===== src/rtl/regfile_mp.sv =====
// Multi-port register file: NUM_RD combinational read ports, two write
// ports (B has priority over A), optional same-cycle write-to-read bypass,
// and a per-register busy scoreboard tracking outstanding loads.
//
// Handshake note: this block has no valid/ready pairs. A write or mark is
// taken on every rising edge its enable is high; reads are pure
// combinational lookups with no acceptance condition.
module regfile_mp #(
  parameter int DATA_WIDTH = 16,
  parameter int NUM_REGS   = 16,
  parameter int NUM_RD     = 2,
  parameter int BYPASS     = 1,
  parameter int ZERO_REG   = 1,
  localparam int AW        = $clog2(NUM_REGS)
) (
  input  logic                         clk,
  input  logic                         rst,
  input  logic                         we_a,
  input  logic [AW-1:0]                wa_a,
  input  logic [DATA_WIDTH-1:0]        wd_a,
  input  logic                         we_b,
  input  logic [AW-1:0]                wa_b,
  input  logic [DATA_WIDTH-1:0]        wd_b,
  input  logic                         mark_en,
  input  logic [AW-1:0]                mark_addr,
  input  logic [NUM_RD*AW-1:0]         ra,
  output logic [NUM_RD*DATA_WIDTH-1:0] rd,
  output logic [NUM_RD-1:0]            rbusy,
  output logic [NUM_REGS-1:0]          busy_vec,
  output logic                         collision,
  output logic                         mark_err
);

  logic [DATA_WIDTH-1:0] r_mem [NUM_REGS];
  logic [NUM_REGS-1:0]   r_busy;
  logic                  r_collision;
  logic                  r_mark_err;

  // Enables are masked while reset is held so that discarded writes are
  // not forwarded through the bypass path either.
  logic w_we_a, w_we_b, w_mark;
  logic w_wr_a, w_wr_b;
  logic w_collide;
  logic [NUM_REGS-1:0] w_set, w_clr, w_busy_nxt;
  logic w_mark_err_nxt;

  assign w_we_a = we_a & ~rst;
  assign w_we_b = we_b & ~rst;
  assign w_mark = mark_en & ~rst;

  // With a hardwired r0, writes aimed at r0 never reach the array.
  assign w_wr_a = w_we_a & ~((ZERO_REG != 0) && (wa_a == '0));
  assign w_wr_b = w_we_b & ~((ZERO_REG != 0) && (wa_b == '0));

  // A same-address double write only counts as a collision if both land.
  assign w_collide = w_wr_a & w_wr_b & (wa_a == wa_b);

  // Register array update; port B is written last so it wins on a clash.
  always_ff @(posedge clk or posedge rst) begin
    if (rst) begin
      for (int r = 0; r < NUM_REGS; r++) r_mem[r] <= '0;
    end else begin
      if (w_wr_a) r_mem[wa_a] <= wd_a;
      if (w_wr_b) r_mem[wa_b] <= wd_b;
    end
  end

  // Scoreboard next state: a new mark beats a same-cycle load return.
  always_comb begin
    w_set          = '0;
    w_clr          = '0;
    w_busy_nxt     = r_busy;
    w_mark_err_nxt = 1'b0;
    for (int r = 0; r < NUM_REGS; r++) begin
      w_set[r] = w_mark & (mark_addr == AW'(r)) & ~((ZERO_REG != 0) && (r == 0));
      w_clr[r] = w_we_b & (wa_b == AW'(r));
      if (w_set[r])      w_busy_nxt[r] = 1'b1;
      else if (w_clr[r]) w_busy_nxt[r] = 1'b0;
      if (w_set[r] && r_busy[r] && !w_clr[r]) w_mark_err_nxt = 1'b1;
    end
  end

  // Scoreboard and single-cycle status pulses.
  always_ff @(posedge clk or posedge rst) begin
    if (rst) begin
      r_busy      <= '0;
      r_collision <= 1'b0;
      r_mark_err  <= 1'b0;
    end else begin
      r_busy      <= w_busy_nxt;
      r_collision <= w_collide;
      r_mark_err  <= w_mark_err_nxt;
    end
  end

  assign busy_vec  = r_busy;
  assign collision = r_collision;
  assign mark_err  = r_mark_err;

  // Independent read ports: zero register, then port B, then port A, then array.
  for (genvar gi = 0; gi < NUM_RD; gi++) begin : g_rd
    logic [AW-1:0]         w_ra;
    logic                  w_zero;
    logic                  w_hit_a;
    logic                  w_hit_b;
    logic [DATA_WIDTH-1:0] w_data;

    assign w_ra    = ra[gi*AW +: AW];
    assign w_zero  = (ZERO_REG != 0) && (w_ra == '0);
    assign w_hit_b = (BYPASS != 0) && w_we_b && (wa_b == w_ra);
    assign w_hit_a = (BYPASS != 0) && w_we_a && (wa_a == w_ra);
    assign w_data  = w_zero  ? '0   :
                     w_hit_b ? wd_b :
                     w_hit_a ? wd_a : r_mem[w_ra];

    assign rd[gi*DATA_WIDTH +: DATA_WIDTH] = w_data;
    // A load returning this cycle already satisfies the reader.
    assign rbusy[gi] = ~w_zero & r_busy[w_ra] & ~w_hit_b;
  end

endmodule


===== config.mk =====
export PLATFORM = sky130hd
export DESIGN_NAME = regfile_mp
export DESIGN_NICKNAME = d
export VERILOG_FILES = /design/src/rtl/regfile_mp.sv
export SDC_FILE = /design/constraint.sdc
export NUM_CORES = 1
export LEC_CHECK = 0
export CELL_PAD_IN_SITES_DETAIL_PLACEMENT = 1
export CELL_PAD_IN_SITES_GLOBAL_PLACEMENT = 2
export CORE_ASPECT_RATIO = 1.1
export CORE_MARGIN = 8
export CORE_UTILIZATION = 33
export CTS_CLUSTER_SIZE = 14
export DETAILED_ROUTE_END_ITERATION = 10
export DONT_BUFFER_PORTS = 1
export PLACE_DENSITY_LB_ADDON = 0.2
export SLEW_MARGIN = 10
export SYNTH_ARGS = -nofsm -noshare
export SYNTH_HDL_FRONTEND = slang
export SYNTH_SLANG_ARGS = --single-unit

===== constraint.sdc =====
create_clock -name clk -period 9.4 [get_ports clk]
set_input_delay 1.41 -clock clk [delete_from_list [all_inputs] [get_ports clk]]
set_output_delay 1.41 -clock clk [all_outputs]
set_load 0.01 [all_outputs]

* Yosys cells after proc, flatten, opt, wreduce, memory -nomap -nowiden
Index checks and enable logic that the tools add are counted.
** Word-level totals
- Flip-flop bits (word level) :: 273
- Input port bits :: 57
- Logic and storage cells :: 267
** Operators by class
- Order comparisons :: 8
- Equal/unequal tests :: 35
- Multiplexer cells :: 69
- Bitwise operators :: 52
- Reductions and logical operators :: 70
** Operators by type and width (number)
- $bwmux W256 :: 2
- $mux W256 :: 2
- $mux W16 :: 12
- $bmux W16 S4 :: 2
- $demux W16 S4 :: 2
- $eq A4 B4 Y1 const B :: 16
- $mux W1 :: 47
- $and A1 B1 Y1 :: 41
- $logic_and A1 B1 Y1 :: 36
- $eq A4 B3 Y1 const B :: 8
- $reduce_bool A2 Y1 :: 15
- $eq A4 B4 Y1 :: 5
- $ge A5 B5 Y1 const B :: 4
- $not A4 Y5 :: 4
- $eq A4 B2 Y1 const B :: 4
- $logic_not A4 Y1 :: 4
- $logic_not A1 Y1 :: 15
- $lt A4 B5 Y1 const B :: 2
- $lt A5 B1 Y1 const B :: 2
- $bmux W1 S4 :: 2
- $eq A4 B1 Y1 const B :: 2
- $not A1 Y1 :: 7

* Logic depth before layout (Yosys ltp)
- Depth after elaboration :: 20
- Depth in mapped cells :: 8
- Depth with buffers taken out :: 5

* Worst setup path before layout
No wires, ideal clock.
- Kind :: input to output
- From :: input ra[6]
- To :: output rd[16]
- Arrival :: 2.838 ns
- Setup slack :: 5.152 ns
- Stages on the path :: 8
- Path buffers :: 3
- Cell sequence :: buf_2 and2_1 clkbuf_1 buf_2 a22oi_1 o211ai_1 and3_1 o31ai_1
** On the way
- Word-level cells in the longest chain between the ends :: 7
- Elaborated cells on any way between the ends :: 12
- Classes of those cells :: 2 x eq/ne; 6 x mux; 1 x bitwise; 3 x reduce/logical
** Ends and longest elaborated chain
- start, declared :: RTL line 26 : input logic [NUM_RD*AW-1:0] ra,
- $not A4 Y5 (not written as such) :: RTL line 114 : w_hit_a ? wd_a : r_mem[w_ra];
- $bmux W16 S4 :: RTL line 114
- $mux W16 (not written as such) (2 in series) :: RTL line 114
- $mux W16 :: RTL line 114
- $mux W16 :: RTL line 113 : w_hit_b ? wd_b :
- $mux W16 * :: RTL line 112 : assign w_data = w_zero ? '0 :
- end, declared :: RTL line 27 : output logic [NUM_RD*DATA_WIDTH-1:0] rd,
Every way passes the cells marked *; elsewhere a longest branch is shown, timed or not. The select of a mux whose other input is x is not followed.

* Final worst setup path
- From :: input ra[0]
- To :: output rd[9]
The elaborated chain is that of the path after synthesis.

==> results_dict.tcl <==
set metrics [dict create \
    drive_gt1_frac 0.1297 \
    peakVddDrop_mv 0.1067 \
    hold_depth 0 \
    synth_cells 1819 \
    finalSetupTns_ns 0 \
    synth_seq_cells 273 \
    startpoint_type "primary input" \
    cts_buffer_depth 3 \
    endpoint_kind "primary output" \
    area_delta_synth_final_pct 6.278 \
    yosys-top-cells-area "dfrtp_1, mux2i_1, mux4_2" \
    syn_nets 1876 \
    hold_ws_ns 0.3930 \
    crit_path_cell_trace "nor2b_2 > a22oi_1 > and3_1 > o31ai_1" \
    fillers 6021 \
    ctsResizeCount 0 \
    slew_violations 0 \
    tightest_slew_ns 1.135 \
    reg2reg_depth 5 \
    grt_pass1_vias 14590 \
    port_buffers 0 \
    holdBufCountCts 0 \
    power.leakage_nw 8.287 \
    hpwl_um 44230 \
    stdcell_count 2409 \
    yosysMostFrequentCell "mux2i_1" \
    grt-busiest-layer "met2" \
    crit_required_ns 7.99 \
    cp_slowest_stage_delay_ns 0.84 \
    synth.cell_area_um2 18170 \
    synth.avg_cell_area_um2 9.992 \
    ctsRootBufferMaster "clkbuf_16" \
    antenna_found_initial 1 \
    powerDensity_nw_per_um2 207.1 \
    synth_top_area_share 0.3759 \
    period_share 0.5225 \
    vias_per_cell 5.818 \
    grt_usage 0.2258 \
    gr-usage-met2 0.3673 \
    grt_setup_unrepaired "no" \
    routedWlPerCell_um 29.32 \
    maxSlewHeadroom 0.2436 \
    drc_errors 0 \
    ios 109 \
    finalSetupViolations 0 \
    path_class "in2out" \
    via_count 14020 \
    die_w_um 239.8 \
    grt_use_met3 0.03366 \
    grt_pass1_wl_um 105100 \
    grt-ovfl-total 0 \
    fin_util 0.3537 \
    cts_buffers 36 \
    row_count 90 \
    synth_edf_count 0 \
    met1_usage 0.3073 \
    synth_flop_cell "dfrtp_1" \
    place_congestion 0.7940 \
    die_area_um2 62850 \
    synth_cell_types 63 \
    cts.clk_slew.worst_paths_ns 0.06 \
    core-area_um2 54610 \
    cp.arrival_ns 3.50 \
    drtAntennaViolNets 0 \
    status "complete, no violations" \
    cts_tree "yes" \
    yosys_warnings 0 \
    worstSkewPairLatency_ns 0.54 \
    synth_commonest_cells "mux2i_1, dfrtp_1, nand2_1" \
    drt_iter0_markers 915 \
    fmax_ghz 0.2036 \
    dieHeight_um 262.1 \
    fin_nets 1708 \
    antenna_cells 0 \
    synthArstFlopShare 1.000 \
    place_inst 2349 \
    total_power_mw 4.000 \
    crit_fanout 28 \
    drv_cap 0 \
    finalHoldViolations 0 \
    h-tree-depth 2 \
    yosys.area.top_type "dfrtp_1" \
    post_cts_buffers 0 \
    first_pass_iters 5 \
    drt_wl_total_um 70630 \
    initial_utilization 0.3328 \
    hold_path.class "reg2reg" \
    clock_skew_ns 0.007020 \
    synth-seq-area-share 0.3759 \
    cts.sink_count 273 \
    grt_max_degree 103 \
    regToRegSetupSlack_ns 7.69 \
    crit_slowest_cell "nor2b_2" \
    post-route-min-period_ns 4.911 \
]
per-stage QoR:
step | setup slack, ns | instance area, µm²
after floorplan | 0.2855 | 18170
after global placement | 4.521 | 18180
after detailed placement | 4.551 | 18180
after CTS | 4.546 | 19320
after global routing | 4.442 | 19320
final | 4.489 | 19320
kinds of logic after synthesis:
kind of cell / share of synthesized area
xor gates and xnor gates: 0.008193
DFF: 0.3759
muxes: 0.2975
other: 0.0002063
buffers and inverters: 0.06574
AOI/OAI and AO/OA: 0.1275
and+or+nand+nor: 0.1249
final timing paths:
path	startpoint	end
setup / recovery	ra[0]	rd[9]
hold / removal	r_mem[241]	r_mem[241]
setup reg to reg	busy_vec[12]	mark_err
hold reg to reg	r_mem[241]	r_mem[241]
max in group asynchronous	rst	r_mem[218]
min in group asynchronous	rst	collision
cell type report:
type | instances | area [µm²] | share of cell area
repair buffers | 24 | 180.2 | 0.009328
multi-input cells | 1307 | 10200 | 0.5282
well taps | 736 | 920.9 | 0.04767
inverters | 9 | 41.29 | 0.002138
clock buffers | 54 | 1060 | 0.05486
clock inverters | 6 | 80.08 | 0.004146
flip-flops and latches | 273 | 6832 | 0.3537
where the power goes:
group          switching [mW]  internal (mW)
Combinational           0.422          0.482
Sequential              0.248           1.47
Clock                   0.549          0.828
worst max-delay path, delay by kind of cell:
family,cells,cell delay (ns)
AOI/OAI and AO/OA,2,0.93
and+or+nand+nor,2,1.14
layout by cell type, fill, tap and decap left out, types with 4 or more instances in the layout:
cell type / instances
xor2_1: 8
o211ai_1: 22
o2111ai_1: 16
and2_1: 5
clkinv_2: 4
nand3_1: 9
nand2_2: 8
o21ai_0: 97
o21ai_1: 12
mux2i_1: 304
nand4_1: 4
nand2_1: 182
nor2b_1: 8
nand2b_1: 5
nor3_1: 9
dfrtp_1: 273
clkbuf_16: 37
a22oi_1: 48
xnor2_1: 9
inv_1: 8
buf_4: 24
and3_1: 35
mux4_2: 104
o31ai_1: 33
nor2_1: 179
a21oi_1: 148
clkbuf_8: 7
clkbuf_1: 10
nor2b_2: 4
state kept, by name, summed over array words and instances (netlist names):
signal	flops
collision	1
busy_vec	15
mark_err	1
r_mem	256
metal layers:
layer	share of wire	routed length (µm)	vias up
li1	-	-	6212
met5	0	0	-
met3	0.047	3338	101
met1	0.45	31920	7340
met2	0.47	33410	363
met4	0.028	1970	0
(Power assumes the default switching activity.)
